**config.mk**
```make
export PLATFORM = sky130hd
export DESIGN_NAME = fxp_div
export DESIGN_NICKNAME = d
export VERILOG_FILES = /design/src/rtl/fxp_div.sv
export SDC_FILE = /design/constraint.sdc
export NUM_CORES = 1
export LEC_CHECK = 0
export ABC_AREA = 0
export BUFFER_PORTS_ARGS = -buffer_cell sky130_fd_sc_hd__buf_2
export CORE_UTILIZATION = 45
export DETAILED_ROUTE_END_ITERATION = 10
export GPL_TIMING_DRIVEN = 0
export HOLD_SLACK_MARGIN = 0.02
export PLACE_DENSITY = 0.62
export SKIP_LAST_GASP = 1
export SLEW_MARGIN = 20
export SYNTH_ARGS = -nofsm -noshare
export SYNTH_HDL_FRONTEND = slang
export SYNTH_SLANG_ARGS = --single-unit
```
**constraint.sdc**
```tcl
create_clock -name clk -period 2.18 [get_ports clk]
set_input_delay 0.218 -clock clk [delete_from_list [all_inputs] [get_ports clk]]
set_output_delay 0.218 -clock clk [all_outputs]
set_load 0.05 [all_outputs]
```
**src/rtl/fxp_div.sv**
```systemverilog
// fxp_div: iterative signed Q(int_bits).(frac_bits) restoring divider with start/busy/done handshake.
// Define FXP_DIV_SAT_EN to saturate on overflow; otherwise the quotient wraps.
module fxp_div #(
    parameter int int_bits   = 8,
    parameter int frac_bits  = 8,
    parameter int total_bits = int_bits + frac_bits
) (
    input  logic                  clk,
    input  logic                  rst_n,
    input  logic                  start,
    input  logic [total_bits-1:0] a,
    input  logic [total_bits-1:0] b,
    output logic                  busy,
    output logic                  done,
    output logic [total_bits-1:0] result,
    output logic                  overflow,
    output logic                  div_by_zero
);
    localparam int dw = total_bits + frac_bits;
    localparam int cw = $clog2(dw + 1);
    localparam logic [dw-1:0] pos_max = (dw'(1) << (total_bits - 1)) - dw'(1);
    localparam logic [dw-1:0] neg_max = dw'(1) << (total_bits - 1);
    localparam logic [total_bits-1:0] smax = {1'b0, {(total_bits-1){1'b1}}};
    localparam logic [total_bits-1:0] smin = {1'b1, {(total_bits-1){1'b0}}};
    typedef enum logic [1:0] {IDLE, CALC, FIX} state_t;
    state_t state, state_nx;
    logic [dw-1:0] dvd, quo, sq;
    logic [total_bits:0] rem, rem_sh;
    logic [total_bits-1:0] abs_a, abs_b, dvs, fix_res;
    logic [cw-1:0] cnt;
    logic sign, a_neg, dz, ge, fix_ovf;
    always_ff @(posedge clk or negedge rst_n)
        if (!rst_n) state <= IDLE;
        else state <= state_nx;
    always_comb begin
        abs_a = a[total_bits-1] ? -a : a;
        abs_b = b[total_bits-1] ? -b : b;
        rem_sh = {rem[total_bits-1:0], dvd[dw-1]};
        ge = rem_sh >= {1'b0, dvs};
        sq = sign ? -quo : quo;
        // negative results may reach one step further than positive ones
        fix_ovf = !dz && (quo > (sign ? neg_max : pos_max));
`ifdef FXP_DIV_SAT_EN
        fix_res = dz ? (a_neg ? smin : smax) : fix_ovf ? (sign ? smin : smax) : sq[total_bits-1:0];
`else
        fix_res = dz ? (a_neg ? smin : smax) : sq[total_bits-1:0];
`endif
        state_nx = state == IDLE ? (start ? (b == '0 ? FIX : CALC) : IDLE) :
                   state == CALC ? (cnt == cw'(1) ? FIX : CALC) : IDLE;
    end
    always_ff @(posedge clk or negedge rst_n) begin
        if (!rst_n) begin
            dvd <= '0;
            quo <= '0;
            rem <= '0;
            dvs <= '0;
            cnt <= '0;
            sign <= 1'b0;
            a_neg <= 1'b0;
            dz <= 1'b0;
            busy <= 1'b0;
            done <= 1'b0;
            result <= '0;
            overflow <= 1'b0;
            div_by_zero <= 1'b0;
        end else begin
            done <= 1'b0;
            if (state == IDLE && start) begin
                sign <= a[total_bits-1] ^ b[total_bits-1];
                a_neg <= a[total_bits-1];
                dz <= b == '0;
                dvd <= {abs_a, {frac_bits{1'b0}}};
                dvs <= abs_b;
                rem <= '0;
                quo <= '0;
                cnt <= cw'(dw);
                busy <= 1'b1;
                overflow <= 1'b0;
                div_by_zero <= 1'b0;
            end else if (state == CALC) begin
                rem <= ge ? rem_sh - {1'b0, dvs} : rem_sh;
                quo <= {quo[dw-2:0], ge};
                dvd <= dvd << 1;
                cnt <= cnt - cw'(1);
            end else if (state == FIX) begin
                result <= fix_res;
                overflow <= fix_ovf;
                div_by_zero <= dz;
                done <= 1'b1;
                busy <= 1'b0;
            end
        end
    end
endmodule

```
# After elaboration in Yosys (flattened, before gate mapping)
# Cells that the tools add are included.
# op_classes
eq_ne	4
n_addsub	5
n_mux	32
n_reduce_logical	9
n_bitwise	3
order_cmp	2
# ops
cell	count
16-bit 2-to-1 mux	9
24-bit 2-to-1 mux	4
16-bit negation	3
24-bit by 16-bit > comparator with 1-bit output	1
17-bit by 16-bit >= comparator with 1-bit output	1
16-bit logical NOT	1
16-bit subtractor	1
1-bit 2-to-1 mux	12
2-bit 2-to-1 mux	5
5-bit 2-to-1 mux	2
5-bit by 1-bit == test with 1-bit output, second input constant	1
5-bit by 1-bit subtractor with 5-bit output, second input constant	1
2-bit nonzero test	2
3-bit AND reduction	1
2-bit by 1-bit == test with 1-bit output, second input constant	1
2-bit == test, second input constant	1
1-bit logical AND	2
2-bit logical NOT	1
2-bit by 1-bit != test with 1-bit output, second input constant	1
1-bit NOT	2
2-bit AND reduction	1
1-bit logical NOT	1
1-bit bitwise XOR	1
# word_totals
regBits	110
wordCells	69
out_inout_bits	20

# Depth between registers and ports, before layout
# logic_depth
depth_word	6
ltp_mapped	10
ltp_nobuf	9

# Least setup slack after synthesis
# Ideal clock, no wire load.
# synth_path
path_type	reg2reg
from	reg rem[10]
to	reg rem[9]
path_stages_with_launch	10
synth_period_minus_slack_ns	2.404
setup_slack_ns	-0.224
t_arrival_ns	2.269
path_buffers	2
required_time_ns	2.045
cell_sequence	dfrtp_1 > ha_1 > and3_1 > nand4_1 > o41a_1 > and3_1 > buf_2 > buf_2 > a41oi_1 > o21ai_0
# synth_between
elab_chain_cells	4
# synth_lines
item	line	source
start: declaration	28	logic [total_bits:0] rem, rem_sh;
start signal: assignment	81	rem <= ge ? rem_sh - {1'b0, dvs} : rem_sh;
17-bit by 16-bit >= comparator with 1-bit output	39	ge = rem_sh >= {1'b0, dvs};
16-bit 2-to-1 mux	81	
16-bit 2-to-1 mux	80	end else if (state == CALC) begin
16-bit 2-to-1 mux	68	if (state == IDLE && start) begin
# Every way passes these cells. The select of a mux whose other input is x is not followed.
# A chain may end at the register's enable or synchronous reset.

# Final worst setup path
# layout_path
from	reg rem[9]
to	reg rem[3]
# The elaborated chain is that of the path after synthesis.

==> flow_metrics.tcl <==
set metrics [dict create \
    synth_area_sq_mm 0.006471 \
    ys_types 61 \
    track_usage_pct 25.35 \
    dieWidth_microns 121.9 \
    yosysWarnings 0 \
    report.final.slew_viol_count 0 \
    crit_fanout 9 \
    num_vias 5992 \
    final_util_pct 56.93 \
    wl_per_cell_microns 17.25 \
    io_buffers 53 \
    postSynthAreaPerCell_sq_um 8.571 \
    cts.sinks 102 \
    insertion_delay_ps 360 \
    finClkSkew_ps 7.914 \
    dp_cells 989 \
    grt_pass1_vias 5794 \
    clkTransAtPathRegs_ps 70 \
    p_per_area_mw_per_mm2 1696 \
    outcome "finished, violations left" \
    cts_buffers 9 \
    synth_common_cells "125 x nand2_1, 103 x o21ai_0, 102 x dfrtp_1, 37 x ha_1, 35 x a21oi_1" \
    ff2ff_setup_slack_ps -130 \
    ir_drop_uv 678.5 \
    num_rows 43 \
    cts_tree "done" \
    fin_area_sq_mm 0.007933 \
    pin_count 55 \
    worst_ep_required_time_ps 2420 \
    worstSetupPathType "flop to flop" \
    rsz0062_at_grt "yes" \
    synth-main-ff-cell "dfrtp_1" \
    ys_ff_latch 102 \
    leakagePower_nw 3.428 \
    finalSetupViolCount 17 \
    cts_max_level 3 \
    hold_path_class "input port to flop" \
    synth_top_area_share_pct 39.44 \
    clk_path_buf_depth 2 \
    die_area_sq_mm 0.01486 \
    fin_nets 914 \
    holdCritStartpoint "b[0]" \
    synth_top_area_cell "dfrtp_1" \
    core_area_sq_mm 0.01393 \
    reg2reg_from "rem[9]" \
    grt_overflow 0 \
    vias_per_cell 5.840 \
    place_congestion 0.8686 \
    cp.arrival_ps 2550 \
    finalWirelength_mm 17.70 \
    max_slew_margin_pct 44.03 \
    synth_nets 828 \
    worst_slack_ps -134.8 \
    r2r_end "rem[3]" \
    grt_max_degree 69 \
    hold_depth 3 \
    yosysMostFrequentCell "nand2_1" \
    synth-edff-count 0 \
    synth_async_sr_flop_share_pct 100.0 \
    min_period_ps 2315 \
    fillers 1266 \
    synthCells 755 \
    hold-path-endpoint "dvs[0]" \
    r2r_cells 7 \
    startpoint_type "flop" \
    seq_area_frac_synth_pct 39.44 \
    layout-drive-gt1-share_pct 19.86 \
    setup_tns_ps -1252 \
    ant_nets 0 \
    drt_pre_antenna_iters 5 \
    drc_errors 0 \
    violations "negative setup slack" \
    diodes 0 \
    fin_cells 1026 \
    dr.first_iter.drc_count 360 \
    hold_ws_ps 167.5 \
    worst_pin_slew_ps 836.5 \
    fmax_ghz 0.4320 \
    grt_antenna_before_repair 0 \
    hpwl_mm 12.66 \
    synth_area_leaders "dfrtp_1 39%, o21ai_0 8.0%, nand2_1 7.3%" \
    cap_violations 0 \
    period_share_pct 106.2 \
    cp-end-kind "flop" \
    root_buffer "clkbuf_16" \
    hold_violations 0 \
    die_h_microns 121.9 \
    syn_to_final_growth_pct 22.58 \
    floorplan.initialDensity_pct 46.44 \
    grt_first_pass_wirelength_mm 29.16 \
    placed_area_sq_mm 0.007084 \
]
report_power, final:
group	internal, mW	switching [mW]	total (mW)	leakage [nW]
logic	3.65	4.67	8.31	2.01
registers	2.75	0.832	3.58	1.28
clock network	0.837	0.724	1.56	0.140
total	7.23	6.22	13.5	3.43
worst max-delay path: stages (launching register included):
cell and delay [ps]:
dfrtp_1 440, ha_4 300, and3_4 180, nand4_1 160
o41a_1 410, nand3_2 230, nor2_2 100, a311o_1 370
kinds of logic after synthesis:
group	Yosys count	share of synthesized area, %
simple gates	264	19.68
compound gates	226	22.12
flops	102	39.44
buf+inv	74	4.331
xor+xnor	48	6.496
fa+ha+maj	38	7.463
mux	3	0.4641
layer usage:
metal	track usage [%]	share of wire, %
met1	34.06	46
met2	41.70	48
met3	4.963	4.8
met4	6.404	1.1
met5	0	0
layout make-up:
cell class / instances / area, sq um / area share, %
Tap cell: 180 / 225.2 / 2.839
Inverter: 34 / 127.6 / 1.609
Clock inverter: 3 / 18.77 / 0.2366
Buffer: 39 / 195.2 / 2.461
Sequential cell: 102 / 2559 / 32.26
Timing Repair Buffer: 76 / 498.0 / 6.278
Clock buffer: 13 / 260.3 / 3.281
Multi-Input combinational cell: 579 / 4049 / 51.04
metrics by stage:
| step | total power, mW | setup slack (ps) |
|---|---|---|
| 2_1_floorplan | 8.733 | 9.597 |
| 3_3_place_gp | 10.24 | -580.3 |
| 3_5_place_dp | 10.48 | -617.3 |
| 4_1_cts | 12.85 | -195.9 |
| 5_1_grt | 14.54 | -211.3 |
| 6_report | 13.45 | -134.8 |
flip-flops by register name, indices dropped and copies added (netlist names), 2 cells and up:
register and flops:
state 2, cnt 5, rem 16, quo 24, dvs 16, dvd 16, result 16
worst max path at each step:
| stage | startpoint | endpoint | slack (ps) | cells past startpoint |
|---|---|---|---|---|
| 2_1_floorplan | rem[10] | rem[8] | 10 | 8 |
| 3_3_place_gp | rem[3] | rem[12] | -580 | 7 |
| 3_5_place_dp | rem[1] | rem[13] | -620 | 7 |
| 4_1_cts | rem[9] | rem[8] | -200 | 8 |
| 5_1_grt | rem[12] | rem[8] | -210 | 8 |
| 6_report | rem[9] | rem[3] | -130 | 7 |
layout by cell type, fill, tap and decap left out, drive strengths merged, types with 19 or more instances in the layout:
cell	synthesis	final
xor2	29	29
a21oi	35	35
o21ai	105	105
inv	34	34
clkbuf	31	42
buf	9	85
nor2	23	23
nand2	125	125
nand3	24	24
xnor2	19	19
ha	37	37
dfrtp	102	102
repair_timing:
| item | CTS | global route |
|---|---|---|
| hold endpoints to repair | 34 | 0 |
| resized for setup | 48 | 47 |
| setup buffers | 14 | 6 |
| pin swaps | 27 | 19 |
| hold buffers | 1 | 0 |
| cloned | 1 | 0 |
| setup endpoints to repair | 66 | 80 |
Note: power is estimated with default switching activity, not from simulation.
